### src/rtl/status_save_stack.sv
// Purpose : LIFO save/restore stack for the processor status word (interrupt nesting).
// Latency : push stores on the next edge; a pop shows savedStatus plus the restore strobe the cycle after popReq.
// Backpr. : none. With stall=1 requests are ignored and state is frozen; a full push or empty pop sets a sticky error.
//
// Ports:
//   clk, reset               rising-edge clock, synchronous active-high reset
//   currentStatus            live CCR value to save on pushReq
//   pushReq / popReq         interrupt taken / RTI executing
//   stall                    pipeline stall; requests are ignored and state is held
//   clearErr                 clears the sticky error flags; a new error on the same edge wins
//   savedStatus              restored status word for the status register
//   restoreUpdate            one-cycle update strobe to the status register
//   restoreCode              2'b10 ("load saved status") while restoreUpdate=1, else 2'b00
//   count, empty, full       occupancy
//   overflowErr              sticky: a push was attempted while full
//   underflowErr             sticky: a pop was attempted while empty
module status_save_stack #(
  parameter int                 DEPTH        = 4,
  parameter int                 FLAG_W       = 4,
  parameter logic [FLAG_W-1:0]  RESET_STATUS = 4'b1000
) (
  input  logic                     clk,
  input  logic                     reset,
  input  logic [FLAG_W-1:0]        currentStatus,
  input  logic                     pushReq,
  input  logic                     popReq,
  input  logic                     stall,
  input  logic                     clearErr,
  output logic [FLAG_W-1:0]        savedStatus,
  output logic                     restoreUpdate,
  output logic [1:0]               restoreCode,
  output logic [$clog2(DEPTH):0]   count,
  output logic                     empty,
  output logic                     full,
  output logic                     overflowErr,
  output logic                     underflowErr
);

  localparam int AW = $clog2(DEPTH);
  localparam int CW = AW + 1;
  localparam logic [CW-1:0] ONE       = CW'(1);
  localparam logic [CW-1:0] DEPTH_CNT = CW'(DEPTH);

  typedef enum logic {IDLE = 1'b0, RESTORE = 1'b1} state_t;

  state_t              state, stateNext;
  logic [FLAG_W-1:0]   mem [DEPTH];
  logic [CW-1:0]       countNext;
  logic [CW-1:0]       countMinus1;
  logic [AW-1:0]       topIdx;
  logic [AW-1:0]       pushIdx;
  logic [FLAG_W-1:0]   savedNext;
  logic                memWe;
  logic [AW-1:0]       memWaddr;
  logic                ovfSet, unfSet;
  logic                overflowNext, underflowNext;

  assign empty         = (count == '0);
  assign full          = (count == DEPTH_CNT);
  assign restoreUpdate = (state == RESTORE);
  assign restoreCode   = restoreUpdate ? 2'b10 : 2'b00;

  // Top-of-stack index; when count is 0 it wraps to an index that is never read.
  assign countMinus1 = count - ONE;
  assign topIdx      = countMinus1[AW-1:0];
  // Only used when not full, so count < DEPTH and fits in AW bits.
  assign pushIdx     = count[AW-1:0];

  always_comb begin
    stateNext     = IDLE;
    countNext     = count;
    savedNext     = savedStatus;
    memWe         = 1'b0;
    memWaddr      = pushIdx;
    ovfSet        = 1'b0;
    unfSet        = 1'b0;
    overflowNext  = overflowErr;
    underflowNext = underflowErr;

    if (!stall) begin
      if (pushReq && popReq) begin
        if (empty) begin
          // Push goes through; the pop has nothing to restore.
          memWe     = 1'b1;
          memWaddr  = '0;
          countNext = ONE;
          savedNext = RESET_STATUS;
          unfSet    = 1'b1;
        end else begin
          // Swap: hand out the old top and overwrite it in place.
          savedNext = mem[topIdx];
          memWe     = 1'b1;
          memWaddr  = topIdx;
          stateNext = RESTORE;
        end
      end else if (pushReq) begin
        if (full) begin
          ovfSet = 1'b1;
        end else begin
          memWe     = 1'b1;
          memWaddr  = pushIdx;
          countNext = count + ONE;
        end
      end else if (popReq) begin
        if (empty) begin
          savedNext = RESET_STATUS;
          unfSet    = 1'b1;
        end else begin
          savedNext = mem[topIdx];
          countNext = countMinus1;
          stateNext = RESTORE;
        end
      end

      overflowNext  = (overflowErr  & ~clearErr) | ovfSet;
      underflowNext = (underflowErr & ~clearErr) | unfSet;
    end
  end

  always_ff @(posedge clk) begin
    if (reset) begin
      state        <= IDLE;
      count        <= '0;
      savedStatus  <= RESET_STATUS;
      overflowErr  <= 1'b0;
      underflowErr <= 1'b0;
    end else begin
      state        <= stateNext;
      count        <= countNext;
      savedStatus  <= savedNext;
      overflowErr  <= overflowNext;
      underflowErr <= underflowNext;
    end
  end

  // Storage has no reset; entries are only read below count.
  always_ff @(posedge clk) begin
    if (!reset && memWe) begin
      mem[memWaddr] <= currentStatus;
    end
  end

endmodule

### config.mk
export PLATFORM = sky130hd
export DESIGN_NAME = status_save_stack
export DESIGN_NICKNAME = d
export VERILOG_FILES = /design/src/rtl/status_save_stack.sv
export SDC_FILE = /design/constraint.sdc
export NUM_CORES = 1
export LEC_CHECK = 0
export ABC_AREA = 0
export BUFFER_PORTS_ARGS = -buffer_cell sky130_fd_sc_hd__buf_2
export CAP_MARGIN = 20
export CORE_MARGIN = 2
export CORE_UTILIZATION = 54
export DETAILED_ROUTE_END_ITERATION = 16
export GPL_TIMING_DRIVEN = 0
export PLACE_DENSITY = 0.8
export SKIP_CTS_REPAIR_TIMING = 1
export SYNTH_ARGS = -nofsm -noshare
export SYNTH_HDL_FRONTEND = slang
export SYNTH_SLANG_ARGS = --single-unit
### constraint.sdc
create_clock -name clk -period 2.85 [get_ports clk]
set_input_delay 0.4275 -clock clk [delete_from_list [all_inputs] [get_ports clk]]
set_output_delay 0.4275 -clock clk [all_outputs]
set_load 0.05 [all_outputs]
## Yosys cells after proc, flatten, opt, wreduce, memory -nomap -nowiden

Memories as Yosys holds them, arrays and structs flattened.
Index checks and enable logic that the tools add are counted.

- $add $sub $neg: 2
- Eq/ne operators: 5
- Muxes and demuxes: 33
- Bitwise logic cells: 6
- Reductions and logical operators: 9

Operator list:

| cell | count |
|---|---|
| $mux W1 | 19 |
| $mux W3 | 6 |
| $mux W4 | 4 |
| $mux W2 | 4 |
| $ne A3 B2 Y1 const B | 2 |
| $reduce_and A5 Y1 | 1 |
| $add A3 B1 Y3 const B | 1 |
| $eq A3 B3 Y1 const B | 1 |
| $logic_not A3 Y1 | 1 |
| $reduce_and A3 Y1 | 1 |
| $reduce_bool A3 Y1 | 1 |
| $sub A3 B1 Y3 const B | 1 |
| $and A1 B1 Y1 | 2 |
| $logic_and A1 B1 Y1 | 2 |
| $ne A2 B1 Y1 const B | 1 |
| $ne A2 B2 Y1 const B | 1 |
| $not A1 Y1 | 2 |
| $or A1 B1 Y1 | 2 |
| $reduce_bool A2 Y1 | 1 |
| $reduce_or A2 Y1 | 1 |
| $logic_not A1 Y1 | 1 |

- Register bits: 10
- RAM bits: 16
- Output and inout bits: 14
- Memories: 1

Memory list:

| memory | words | bits a word | rd ports | clocked after Yosys merged registers in | write ports | line | source |
|---|---|---|---|---|---|---|---|
| mem | 4 | 4 | 1 | 0 | 1 | 47 | `logic [FLAG_W-1:0] mem [DEPTH];` |

## Logic depth before layout (Yosys ltp)

- Depth after elaboration: 8
- Depth in mapped cells: 8

## Worst setup path before layout

OpenSTA, ideal clock, no wires.

- Path type: register -> register
- Start point: register count[0]
- End point: memory mem[1][0] (enable)
- Arrival time: 2.139 ns
- Required time: 2.511 ns
- Setup slack: 0.371 ns
- Stages on the path, launching flop included: 7
- Buffers on the path: 2
- Clock period less this slack: 2.479 ns
- Cells stage by stage: dfxtp_1 -> buf_6 -> inv_2 -> ha_1 -> buf_2 -> or4_1 -> a21oi_1

- Word-level cells in the longest chain between the ends: 8
- Elaborated cells on any way between the ends: 13
- Those cells by class: add/sub: 1; eq/ne: 1; mux: 9; reduce/logical: 2

Ends and longest elaborated chain:

| what | line | source |
|---|---|---|
| from (decl) | 32 | `output logic [$clog2(DEPTH):0] count,` |
| from (signal assigned) | 129 | `count <= countNext;` |
| $eq A3 B3 Y1 | 59 | `assign full = (count == DEPTH_CNT);` |
| $mux W1 | 97 | `if (full) begin` |
| $mux W1 | 96 | `end else if (pushReq) begin` |
| $mux W1 | 81 | `if (pushReq && popReq) begin` |
| $mux W1 | 80 | `if (!stall) begin` |
| $logic_and A1 B1 Y1 | 138 | `if (!reset && memWe) begin` |
| $mux W1 | 138 |  |
| $mux W1 (implied by the code) | 139 | `mem[memWaddr] <= currentStatus;` |
| to (decl) | 47 |  |

Parallel ways exist; a longest one is shown, timed or not.

## Worst setup path in the final report

- Start point: register count[0]
- End point: memory mem[1][3] (enable)

Same word-level chain as after synthesis.

==> results.cfg <==
[timing]
fin_crit_ns = 2.450
final_max_slew_viol_count = 0
whs_ns = 0.3093
fmax_mhz = 408.1
post-route-period-util_pct = 85.97
rsz0062_at_grt = no
hold_violations = 0
tns_ns = 0
final.setup_skew_ns = 0.01419
setup_viol = 0

[global_routing]
antenna_found_initial = 0
use_met2_pct = 36.42
gr-usage-met1_pct = 26.43
grt_overflow = 0
grt_usage_pct = 20.93
grt_pass1_vias = 888
use_met3_pct = 5.367
grt_busiest_layer = met2
grt_max_degree = 15
grt_pass1_wl_mm = 4.181

[floorplanning]
ios = 24
dieArea_mm2 = 0.002863
initial_core_util_pct = 58.71
dieHeight_um = 53.51
core-area_mm2 = 0.002255
fp.dieW_um = 53.51
core.rowCount = 17

[synthesis]
synth_top_family_by_area = simple AND/OR/NAND/NOR gates
ys_ff_latch = 26
synth_xor_area_share_pct = 1.323
yosysWarnings = 0
synth.distinct_cells = 41
synth_compound_area_share_pct = 13.71
synth_cells = 109
seq_area_frac_synth_pct = 51.42
synth_fp_nets = 122
syn_area_per_cell_um2 = 12.14
synthMuxAreaShare_pct = 9.924
synthAdderAreaFrac_pct = 2.836
yosys.area_share.simple_pct = 14.56
syn_area_mm2 = 0.001324

[setup_path]
crit_fanout = 10
required_ns = 2.82
crit_path_start_kind = flop
setup.worst_path.start = count[0]
worstReg2RegStart = count[0]
critPathArrivalTime_ns = 2.42
worstSetupPathType = flop to flop
critPathCaptureType = flop

[clock_tree]
cts_tree = yes
clock_sinks = 26
htreeDepth = 1
clk_latency_ns = 0.32
cts_root_buf = clkbuf_4
cts-buffers-inserted = 3
clock_path_buffers = 2
clk_pin_slew_worst_paths_ns = 0.14

[placed_design]
port_buffers = 21
gp_congestion = 0.7790
dpl.hpwl_mm = 1.863
placedCellCount = 158

[routing]
drt_wl_total_mm = 2.436
drt_iter0_drc = 31
drc = 0
vias_per_cell = 5.778
first_pass_iters = 4
vias = 936
wire_per_inst_um = 15.04
detail-route-antenna-nets = 0

[finish]
syn2layout_area_growth_pct = 12.57
final_util_pct = 66.09
layoutNonFillerInstCount = 162
fin_nets = 148
diodes = 0
drive_gt1_share_pct = 29.85
fill_cells = 182

[hold_path]
hp-start = currentStatus[0]
hp-class = primary input to flop

[pwr]
cellLeakagePower_nw = 0.5812
irDropWorstVdd_v = 0.0003769
power_uw = 798.5
power.density_mw_per_mm2 = 535.8

[status]
status = complete, no violations

[run]
cap_violations = 0
[metal layers]
| metal | vias up | wire (um) |
|---|---|---|
| met5 | - | 0 |
| met4 | 0 | 14 |
| met3 | 3 | 112 |
| met2 | 22 | 1264 |
| met1 | 450 | 1043 |
| li1 | 461 | - |
[sequential cells by signal (all words and copies together), names as in the netlist]
register / flops
savedStatus: 4
underflowErr: 1
overflowErr: 1
mem: 16
restoreUpdate: 1
count: 3
[worst max-delay path, cell delays in order (launching register included)]
cell	delay (ns)
dfxtp_1	0.52
buf_6	0.19
inv_2	0.07
ha_1	0.19
buf_2	0.18
or4_1	0.53
a21oi_1	0.42
[stage by stage]
step,instance area (um^2),setup WS [ns]
final,1490,0.3999
after floorplan,1324,0.3713
after global routing,1490,0.2471
after CTS,1490,0.3922
after detailed placement,1464,0.3836
after global placement,1464,0.4456
[cells in the final DEF, fill, tap and decap left out, types with 4 or more instances in the layout]
cell type | netlist | layout
buf_2 | 3 | 24
edfxtp_1 | 16 | 16
dfxtp_1 | 10 | 10
nand2b_1 | 8 | 8
a21oi_1 | 5 | 5
inv_1 | 4 | 4
nand3b_1 | 4 | 4
nand3_1 | 4 | 4
mux4_2 | 4 | 4
[report_power, final]
part | total (mW) | switching (mW) | internal, mW
Sequential | 0.422 | 0.0102 | 0.412
Clock | 0.154 | 0.102 | 0.0514
Combinational | 0.222 | 0.144 | 0.0782
Total | 0.798 | 0.257 | 0.542
[final cells by class]
type / count / area [um^2] / area share (%)
buffer: 9 / 56.30 / 3.778
clock inverter: 1 / 3.754 / 0.2519
sequential: 26 / 680.7 / 45.68
clock buffer: 3 / 22.52 / 1.511
timing repair buffer: 21 / 105.1 / 7.053
multi-input combinational: 68 / 564.3 / 37.87
inverter: 6 / 22.52 / 1.511
tap: 28 / 35.03 / 2.351
[cells by family after synthesis]
group | after synthesis
other | 1
AOI/OAI and AO/OA | 23
xor gates and xnor gates | 2
muxes | 8
buffers and inverters | 15
and+or+nand+nor | 31
adders and majority gates | 3
DFF | 26
[synthesized netlist by cell type (all sizes together)]
library cell  count  share of area [%]
nand3             4                1.5
a21oi             5                1.9
o22ai             2               0.95
inv               6                1.7
o32a              1               0.76
o2111ai           1               0.66
nand2             3               0.85
nand2b            8                3.8
ha                3                2.8
or3b              1               0.66
o21ai             1               0.38
clkbuf            2               0.57
edfxtp           16                 36
or3               2               0.95
nand3b            4                2.3
nor2              2               0.57
xor2              1               0.66
buf               7                3.7
or4               1               0.57
a211oi            1               0.57
nor2b             3                1.4
xnor2             1               0.66
o31ai             1               0.57
mux2              1               0.85
nor3              2                1.1
o21ba             1               0.76
a32o              3                2.3
o211ai            1               0.57
nand4bb           1               0.85
dfxtp            10                 15
o311ai            1               0.66
a211o             3                2.0
mux2i             3                2.3
mux4              4                6.8
a22oi             1               0.57
conb              1               0.28
a2111oi           1                1.1
[worst paths after layout]
path	cells after the start	to	slack, ns
min reg2reg	2	overflowErr	0.47
max	6	mem[1][3]	0.40
min	1	mem[0][0]	0.31
max reg2reg	6	mem[1][3]	0.40
(Power assumes the default switching activity.)
